[src/rtl/hsv_calib_ctrl.sv]
// Frame-synchronous H/S/V window averaging for filter calibration.
// Define HSV_CALIB_ROUND_EN for round-half-up averages instead of floor.
module hsv_calib_ctrl #(
  parameter int WIN_LOG2 = 4,
  parameter int H_W      = 14,
  parameter int CW       = 13
) (
  input  logic                  clk,
  input  logic                  reset_n,
  input  logic                  start,
  input  logic                  vga_vs,
  input  logic                  pix_valid,
  input  logic [CW-1:0]         row,
  input  logic [CW-1:0]         col,
  input  logic [CW-1:0]         win_row,
  input  logic [CW-1:0]         win_col,
  input  logic signed [H_W-1:0] H_in,
  input  logic [7:0]            S_in,
  input  logic [7:0]            V_in,
  output logic                  busy,
  output logic                  done,
  output logic                  err,
  output logic signed [H_W-1:0] H_avg,
  output logic [7:0]            S_avg,
  output logic [7:0]            V_avg,
  output logic [7:0]            frame_cnt
);

  localparam int NL   = 2 * WIN_LOG2;
  localparam int N    = 2 ** NL;
  localparam int SIDE = 2 ** WIN_LOG2;
  localparam int SHW  = H_W + NL;
  localparam int SSW  = 8 + NL;

  localparam logic [1:0] IDLE    = 2'd0;
  localparam logic [1:0] WAIT_VS = 2'd1;
  localparam logic [1:0] ACCUM   = 2'd2;
  localparam logic [1:0] DIVIDE  = 2'd3;

  logic [1:0]            state;
  logic                  vs_d;
  logic [CW-1:0]         wr_q;
  logic [CW-1:0]         wc_q;
  logic signed [SHW-1:0] sum_h;
  logic [SSW-1:0]        sum_s;
  logic [SSW-1:0]        sum_v;
  logic [NL:0]           cnt;

  logic vs_fall;
  logic row_ok;
  logic col_ok;
  logic in_win;
  logic last;

  assign vs_fall = vs_d & ~vga_vs;

  // Far edge compared one bit wider so windows near max coord don't wrap.
  assign row_ok = ({1'b0, row} >= {1'b0, wr_q}) &&
                  ({1'b0, row} < ({1'b0, wr_q} + (CW+1)'(SIDE)));
  assign col_ok = ({1'b0, col} >= {1'b0, wc_q}) &&
                  ({1'b0, col} < ({1'b0, wc_q} + (CW+1)'(SIDE)));
  assign in_win = pix_valid && row_ok && col_ok;
  assign last   = in_win && (cnt == (NL+1)'(N - 1));

  assign busy = (state != IDLE);

  logic signed [SHW:0] h_ext;
  logic [SSW:0]        s_ext;
  logic [SSW:0]        v_ext;
  logic [SSW:0]        s_sh;
  logic [SSW:0]        v_sh;
  logic [H_W-1:0]      h_div;
  logic [7:0]          s_div;
  logic [7:0]          v_div;

  always_comb begin
    h_ext = {sum_h[SHW-1], sum_h};
    s_ext = {1'b0, sum_s};
    v_ext = {1'b0, sum_v};
`ifdef HSV_CALIB_ROUND_EN
    h_ext = h_ext + (SHW+1)'(N / 2);
    s_ext = s_ext + (SSW+1)'(N / 2);
    v_ext = v_ext + (SSW+1)'(N / 2);
`endif
    h_div = H_W'(h_ext >>> NL);
    s_sh  = s_ext >> NL;
    v_sh  = v_ext >> NL;
    s_div = (|s_sh[SSW:8]) ? 8'hff : s_sh[7:0];
    v_div = (|v_sh[SSW:8]) ? 8'hff : v_sh[7:0];
  end

  always_ff @(posedge clk) begin
    if (!reset_n) begin
      state     <= IDLE;
      vs_d      <= 1'b0;
      wr_q      <= '0;
      wc_q      <= '0;
      sum_h     <= '0;
      sum_s     <= '0;
      sum_v     <= '0;
      cnt       <= '0;
      done      <= 1'b0;
      err       <= 1'b0;
      H_avg     <= '0;
      S_avg     <= '0;
      V_avg     <= '0;
      frame_cnt <= '0;
    end else begin
      vs_d <= vga_vs;
      done <= 1'b0;
      unique case (state)
        IDLE: begin
          if (start) begin
            wr_q  <= win_row;
            wc_q  <= win_col;
            err   <= 1'b0;
            sum_h <= '0;
            sum_s <= '0;
            sum_v <= '0;
            cnt   <= '0;
            state <= WAIT_VS;
          end
        end
        WAIT_VS: begin
          if (vs_fall) state <= ACCUM;
        end
        ACCUM: begin
          if (in_win) begin
            sum_h <= sum_h + {{NL{H_in[H_W-1]}}, H_in};
            sum_s <= sum_s + SSW'(S_in);
            sum_v <= sum_v + SSW'(V_in);
            cnt   <= cnt + (NL+1)'(1);
          end
          // The Nth sample wins over a coincident frame boundary.
          if (last) begin
            state <= DIVIDE;
          end else if (vs_fall) begin
            err   <= 1'b1;
            state <= IDLE;
          end
        end
        DIVIDE: begin
          H_avg     <= h_div;
          S_avg     <= s_div;
          V_avg     <= v_div;
          done      <= 1'b1;
          frame_cnt <= frame_cnt + 8'd1;
          state     <= IDLE;
        end
        default: state <= IDLE;
      endcase
    end
  end

endmodule
[config.mk]
export PLATFORM = sky130hd
export DESIGN_NAME = hsv_calib_ctrl
export DESIGN_NICKNAME = d
export VERILOG_FILES = /design/src/rtl/hsv_calib_ctrl.sv
export SDC_FILE = /design/constraint.sdc
export NUM_CORES = 1
export LEC_CHECK = 0
export CORE_MARGIN = 3
export CORE_UTILIZATION = 50
export CTS_BUF_LIST = sky130_fd_sc_hd__clkbuf_8
export DETAILED_ROUTE_END_ITERATION = 8
export PLACE_DENSITY = 0.82
export SLEW_MARGIN = 0
export SYNTH_ARGS = -nofsm -noshare
export SYNTH_HDL_FRONTEND = slang
export SYNTH_SLANG_ARGS = --single-unit
[constraint.sdc]
create_clock -name clk -period 4.5 [get_ports clk]
set_input_delay 1.125 -clock clk [delete_from_list [all_inputs] [get_ports clk]]
set_output_delay 1.125 -clock clk [all_outputs]
set_load 0.05 [all_outputs]
; ---- Word-level counts from Yosys, hierarchy flattened
; Cells that the tools add are included.
[classes]
n_addsub = 7
magnitude_cmp = 4
eq_ne = 10
muxes = 21
bitwise = 2
reduce_logical = 12
[op_table]
columns = operator, count
row1 = case mux 16 bit (2 select lines), 2
row2 = two-way mux 16 bit, 3
row3 = two-way mux 22 bit, 2
row4 = case mux 22 bit (2 select lines), 1
row5 = adder 16 x 8 -> 16 bit, 2
row6 = adder 13 x 5 -> 14 bit (second input constant), 2
row7 = < comparator 13 x 14 -> 1 bit, 2
row8 = >= comparator 13 bit, 2
row9 = adder 22 bit, 1
row10 = two-way mux 9 bit, 2
row11 = case mux 9 bit (2 select lines), 1
row12 = != test 2 bit (second input constant), 5
row13 = adder 9 x 1 -> 9 bit (second input constant), 1
row14 = equality test 9 x 8 -> 1 bit (second input constant), 1
row15 = adder 8 x 1 -> 8 bit (second input constant), 1
row16 = two-way mux 2 bit, 4
row17 = case mux 2 bit (4 select lines), 1
row18 = AND reduction 3 bit, 2
row19 = logical AND 1 bit, 5
row20 = equality test 2 bit (second input constant), 2
row21 = two-way mux 1 bit, 4
row22 = AND reduction 4 bit, 1
row23 = nonzero test 2 bit, 2
row24 = != test 3 bit (second input constant), 1
row25 = 6 further kinds, 6
[totals]
regBits = 132
input_bits = 87
output_inout_bits = 41
elab_cells = 70

; ---- Logic depth before layout (Yosys ltp)
; Gate-level depths: netlist of the first run.
[depth]
ltp_word = 8
mapped_depth = 16
depth_no_buf = 14

; ---- Worst setup path after synthesis of the first run
; Ideal clock, no wire load.
[synth_path]
path_type = input to register
startpoint = in H_in[1]
endpoint = reg sum_h[19]
setup_ps = 115
arrival_time_ps = 3296
required_time_ps = 4385
slack_ps = 1089
cell_stages = 9
path_buffers = 0
path_cell_list = ha_1 a211oi_1 nor2_1 o41ai_1 o21ai_0 a221oi_1 mux2i_1 a21oi_1 o21a_1
[synth_via]
elab_chain_len = 3
[synth_rtl]
columns = element, line
row1 = "start, declared", 17  ; input logic signed [H_W-1:0] H_in,
row2 = adder 22 bit, 129  ; sum_h <= sum_h + {{NL{H_in[H_W-1]}}, H_in};
row3 = two-way mux 22 bit, 128  ; if (in_win) begin
row4 = case mux 22 bit (2 select lines), 111  ; unique case (state)
row5 = "end signal, assigned", 129
row6 = "end, declared", 44  ; logic signed [SHW-1:0] sum_h;
; No other way between the ends. The select of a mux whose other input is x is not followed.
; A chain may end at the register's enable or synchronous reset.

; ---- Worst setup path after layout of the first run
[layout_path]
startpoint = in row[0]
endpoint = reg sum_v[15]
[layout_via]
elab_chain_len = 6
elab_cells_between_ends = 7
cone_classes = 2 x order compare / 1 x eq/ne / 4 x reduce/logical
[layout_rtl]
columns = element, line
row1 = "start, declared", 13  ; input logic [CW-1:0] row,
row2 = < comparator 13 x 14 -> 1 bit / >= comparator 13 bit (equally long branches), "59, 58"
row3 = logical AND 1 bit (*), 58  ; assign row_ok = ({1'b0, row} >= {1'b0, wr_q}) &&
row4 = logical AND 1 bit (*) (2 in a row), 62  ; assign in_win = pix_valid && row_ok && col_ok;
row5 = != test 2 bit (no line) (*), n/a
row6 = AND reduction 3 bit (no line) (*), n/a
row7 = "end signal, assigned", 131  ; sum_v <= sum_v + SSW'(V_in);
row8 = "end, declared", 46  ; logic [SSW-1:0] sum_v;
; Mark *: on every way between the ends. The rest lies on a longest branch, timed or not.

==> impl_metrics.json, run 1 <==
{
  "status": "complete, no violations",
  "ios": 128,
  "finalNetCount": 1303,
  "layout_common_cells": "nand2_1 (191), a21oi_1 (148), dfxtp_1 (132)",
  "die-area_um2": 17500,
  "synth_cell_types": 62,
  "power_density_nw_per_um2": 276,
  "regArea_um2": 2640,
  "multi_input_area_um2": 5000,
  "ys_seq_area_share_pct": 33.2,
  "r2r_slack_ps": 750,
  "r2r-end": "sum_v[15]",
  "clkTransAtPathRegs_ps": 70,
  "slew_headroom_pct": 48.8,
  "dp.cells": 1319,
  "finalSetupTns_ps": 0,
  "cts_tree": "built",
  "grt_max_degree": 46,
  "wl_um": 19800,
  "grt_pass1_vias": 7253,
  "antenna_found_initial": 0,
  "reg2reg_from": "wc_q[4]",
  "rsz0062_at_grt": "false",
  "cts_root_buf": "clkbuf_8",
  "grt_pass1_wl_um": 33300,
  "drcViolationCount": 0,
  "insertion_delay_ps": 450,
  "die_w_um": 132,
  "netlist_area_um2": 7970,
  "avgSynthCellArea_um2": 7.91,
  "hp-class": "reg -> reg",
  "crit_path_end_kind": "flip-flop",
  "finalNonFillerCells": 1351,
  "cp.required_ps": 4810,
  "maxCapViolCount": 0,
  "comb_power_share_pct": 14.2,
  "fmax_mhz": 266,
  "p_leak_nw": 3.80,
  "r2r_cells": 15,
  "endpoint": "sum_v[15]",
  "setup_viol": 0,
  "synth_ff_type": "dfxtp_1",
  "worstSetupPathType": "in -> reg",
  "final-hold-violation-count": 0,
  "row_count": 45,
  "area_growth_pct": 24.9,
  "pwr-share-seq_pct": 43.8,
  "route.detailed.wl_per_inst_um": 14.7,
  "cts-hold-fix-buffers": 0,
  "synth_largest_area_cell": "dfxtp_1",
  "final.min_clock_period_ps": 3760,
  "post_cts_resized": 0,
  "clock-skew-final_ps": 7.53,
  "place_hpwl_um": 14400,
  "firstDrtPassIters": 5,
  "design.core.area_um2": 15400,
  "syn_nets": 1184,
  "synth-warning-count": 0,
  "fillers": 1368,
  "cts_setup_buffers": 0,
  "htreeDepth": 4,
  "p_switching_uw": 693,
  "cp_max_fo": 17,
  "start_util_pct": 51.7,
  "grt_usage_pct": 22.6,
  "cts_buffer_depth": 2,
  "synth_edf_count": 0,
  "internal_power_mw": 2.05,
  "synthCells": 1008,
  "yosys_register_bits": 132,
  "swShare_pct": 25.2,
  "die_h_um": 132,
  "p_clk_share_pct": 42.1,
  "startpoint_type": "primary input",
  "cp.arrival_ps": 4070,
  "routabilityCongestion": 0.943,
  "synth.top_cell.area_share_pct": 33.2,
  "cts.sinks": 132,
  "layout_commonest_cell": "nand2_1",
  "max_slew.worst_pin.slew_ps": 765,
  "synth-async-reset-ratio_pct": 0,
  "cp-startpoint": "row[0]",
  "drive_gt1_share_pct": 5.44,
  "vias_per_cell": 5.61,
  "grt_overflow": 0,
  "first_iter_violations": 393,
  "dr_total_vias": 7575,
  "ant_nets": 0,
  "port_buffers": 127,
  "cts-buffers-inserted": 17,
  "drv_slew": 0,
  "n_antenna_cell": 0,
  "ir_drop_mv": 0.189,
  "period_share_pct": 83.5,
  "synth_area_leaders": "dfxtp_1 (33%), ha_1 (13%), a21oi_1 (9.3%)"
}
==> power by group through the flow <==
stage	Clock [mW]	Combinational (mW)	Sequential [mW]
after CTS	1.18	0.389	1.20
after floorplan	0	0.227	1.22
after global routing	1.22	0.433	1.20
final	1.16	0.389	1.20
after global placement	0	0.378	1.23
after detailed placement	0	0.386	1.23
==> how the worst min path moves through the flow <==
stage | startpoint | to | slack, ps | cells after the start
finish | wc_q[3] | wc_q[3] | 450 | 2
global route | V_avg[7] | V_avg[7] | 470 | 2
CTS | H_avg[11] | H_avg[11] | 460 | 2
detailed placement | H_avg[11] | H_avg[11] | 450 | 2
global placement | sum_v[6] | sum_v[6] | 440 | 2
floorplan | sum_h[0] | sum_h[0] | 440 | 2
==> layout make-up <==
type                            count  area share (%)
Inverter                           42            1.60
Multi-Input combinational cell    789            50.3
Timing Repair Buffer              145            14.3
Clock inverter                     13            2.06
Tap cell                          211            2.65
Clock buffer                       19            2.63
Sequential cell                   132            26.5
==> critical path, cell delays in order <==
cell             delay, ps
clkdlybuf4s50_1        450
inv_1                   40
ha_1                   190
nor2b_1                120
o21ai_0                160
a31oi_1                100
o41ai_1                410
buf_4                  190
nand4_4                110
buf_4                  240
o32a_1                 420
o311ai_0               370
o41ai_1                120
==> layer usage <==
metal	wire length, um	share of wire (%)	vias to the layer above	GRT usage [%]
met3	938	4.7	21	4.54
met2	9590	48	196	38.9
met1	8970	45	3529	28.1
met5	0	0	-	0
li1	-	-	3829	-
met4	293	1.5	0	8.14
==> cell families after synthesis <==
group	Yosys count	share of synthesized area, %
AOI/OAI and AO/OA	269	20.6
adders and majority gates	89	14.3
muxes	7	0.879
DFF	132	33.2
buffers and inverters	87	4.16
and+or+nand+nor	376	21.6
xor gates and xnor gates	48	5.27
==> synthesized netlist by cell type, drive strengths merged (5+ instances only) <==
cell and number:
o41ai 9, buf 9, nand2b 5, nand4 13, a31oi 6, a21o 15
nor2 49, nand3 55, o21bai 6, dfxtp 132, a211oi 10, or3 16
ha 86, o21a 10, clkbuf 36, a21oi 148, nor3 6, xnor2 36
o31ai 5, nand2 191, xor2 12, and3 9, o21ai 27, o311ai 6
or4 6, mux2i 7, inv 42
==> metrics by stage <==
stage	hold slack, ps	utilization [%]	power, mW	cell area, um2	setup slack, ps
final	455	64.5	2.75	9950	742
after global routing	470	64.5	2.86	9950	498
after CTS	457	64.5	2.77	9950	755
after detailed placement	446	61.5	1.61	9490	288
after global placement	441	61.5	1.61	9490	324
after floorplan	436	-	1.45	7970	1090
==> sequential cells by signal, indices dropped and copies added (netlist names) <==
name and count:
sum_h 22, sum_s 16, sum_v 16, H_avg 14, wc_q 13, wr_q 13, cnt 9, S_avg 8
V_avg 8, frame_cnt 8, state 2, done 1, err 1, vs_d 1
(Power assumes the default switching activity.)
==> run 2, diff against run 1 <==
==> constraint.sdc (replaced) <==
create_clock -name clk -period 3.84 [get_ports clk]
set_input_delay 0.96 -clock clk [delete_from_list [all_inputs] [get_ports clk]]
set_output_delay 0.96 -clock clk [all_outputs]
set_load 0.05 [all_outputs]
==> impl_metrics.json, run 2 (same netlist as run 1, synthesis figures left out) <==
{
  "grt_pass1_vias": 7179,
  "finalNetCount": 1318,
  "row_count": 45,
  "critPathMaxStageDelay_ps": 440,
  "slowest_stage": "o32a_1",
  "area_growth_pct": 25.7,
  "clock-skew-final_ps": 10.9,
  "vias_per_cell": 5.57,
  "worstSetupPathType": "reg -> reg",
  "min_path_cells": 2,
  "final_util_pct": 65.0,
  "port_buffers": 127,
  "top_register": "sum_h",
  "r2r-end": "sum_s[15]",
  "fin_area_um2": 10000,
  "finalNonFillerCells": 1365,
  "dr_total_vias": 7605,
  "holdPathEnd": "V_avg[2]",
  "period_share_pct": 94.4,
  "start_util_pct": 51.7,
  "drcViolationCount": 0,
  "final.min_clock_period_ps": 3630,
  "htreeDepth": 4,
  "drive_gt1_share_pct": 6.59,
  "design.core.area_um2": 15400,
  "setup_viol": 0,
  "cts-buffers-inserted": 17,
  "cts_buffer_depth": 2,
  "r2r_slack_ps": 210,
  "hold_path_startpoint": "V_avg[2]",
  "dp.cells": 1334,
  "power_density_nw_per_um2": 306,
  "insertion_delay_ps": 460,
  "pre_cts_slack_ps": -122,
  "p_leak_nw": 3.86,
  "slew_headroom_pct": 56.5,
  "reg2reg_from": "wc_q[4]",
  "final-hold-violation-count": 0,
  "max_slew.worst_pin.slew_ps": 652,
  "r2r_cells": 15,
  "startpoint_type": "flip-flop",
  "wl_um": 19900,
  "path_cells": "ha_1 > and3_1 > nand2_1 > nor2_1 > xnor2_1 > ha_1 > a21oi_1 > nand2_1 > o31a_1 > a31oi_2 > nand4_4 > buf_4 > o32a_1 > o311ai_2 > o41ai_1",
  "fin_ws_ps": 215,
  "cp_max_fo": 11,
  "ios": 128,
  "routabilityCongestion": 0.939,
  "n_antenna_cell": 0,
  "hp-class": "reg -> reg",
  "status": "complete, no violations",
  "crit_path_end_kind": "flip-flop",
  "layout_common_cells": "nand2_1 (191), a21oi_1 (148), dfxtp_1 (132)",
  "die_h_um": 132,
  "cts_tree": "built",
  "maxCapViolCount": 0,
  "grt_overflow": 0,
  "die-area_um2": 17500,
  "largest_registers": "sum_h x22, sum_s x16, sum_v x16",
  "layout_commonest_cell": "nand2_1",
  "largest_reg_flops": 22,
  "route.detailed.wl_per_inst_um": 14.6,
  "cts_root_buf": "clkbuf_8",
  "placed_area_um2": 9600,
  "place_hpwl_um": 14600,
  "ir_drop_mv": 0.231,
  "cp.required_ps": 4180,
  "ant_nets": 0,
  "die_w_um": 132,
  "grt_pass1_wl_um": 33000,
  "fmax_mhz": 276,
  "grt_max_degree": 43,
  "crit_family": "compound AO/OA/AOI/OAI gates",
  "firstDrtPassIters": 5,
  "antenna_found_initial": 0,
  "cts.sinks": 132,
  "cp.arrival_ps": 3960,
  "crit_buf_inv": 1,
  "drv_slew": 0,
  "clkTransAtPathRegs_ps": 70,
  "grt_usage_pct": 22.4,
  "first_iter_violations": 423
}
-- run 2: changes by cell type in the layout (fill, tap and decap cells not counted), sizes merged --
cell      before  now
clkinv         6    5
buf           18   33
inv           41   44
clkinvlp       3    2
bufinv         5    3
-- run 2: per-stage QoR --
step                hold WS [ps]  total power [mW]  TNS (ps)
finish                       455              3.07         0
detailed placement           446              1.90      -587
global placement             442              1.89      -376
CTS                          457              3.09         0
global route                 470              3.20     -31.2
floorplan                    436              1.70         0
-- run 2: power breakdown --
group          switching [mW]  internal (mW)  total [mW]
Combinational           0.249          0.221       0.470
Clock                   0.530          0.662        1.19
Sequential             0.0181           1.39        1.41
-- run 2: tightest hold or removal path: cells and delay by family, from the launching register on --
family | cells | cell delay [ps]
AO/OA/AOI/OAI | 1 | 50
flip-flops | 1 | 310
AND/OR/NAND/NOR | 1 | 50
-- run 2: layout make-up --
type	instances	area, um2
Fill cell	1333	5410
Clock inverter	12	140
Clock buffer	19	262
Timing Repair Buffer	160	1530
Multi-Input combinational cell	789	5020
Tap cell	211	264
Inverter	42	159
Sequential cell	132	2640
-- run 2: per-layer routing --
metal / vias up / share of wire, % / wire (um) / GRT usage [%]
met5: - / 0 / 0 / 0
met4: 0 / 1.7 / 337 / 7.27
met3: 32 / 6.0 / 1180 / 4.85
met2: 216 / 48 / 9500 / 38.3
met1: 3506 / 45 / 8840 / 28.1
li1: 3851 / - / - / -
-- run 2: how the worst max path moves through the flow --
stage / start / slack, ps / cells after the start / to
final: wc_q[4] / 210 / 15 / sum_s[15]
after detailed placement: col[0] / -120 / 12 / sum_v[15]
after global placement: col[0] / -70 / 12 / sum_v[15]
after CTS: wr_q[4] / 150 / 15 / sum_s[15]
after global routing: wr_q[4] / -20 / 15 / sum_s[15]
after floorplan: H_in[1] / 590 / 9 / sum_h[19]
-- run 2: timing repair --
action,CTS,global route
hold buffers,0,0
setup buffers,0,0
gates resized for setup,0,4
setup endpoints to repair,0,4
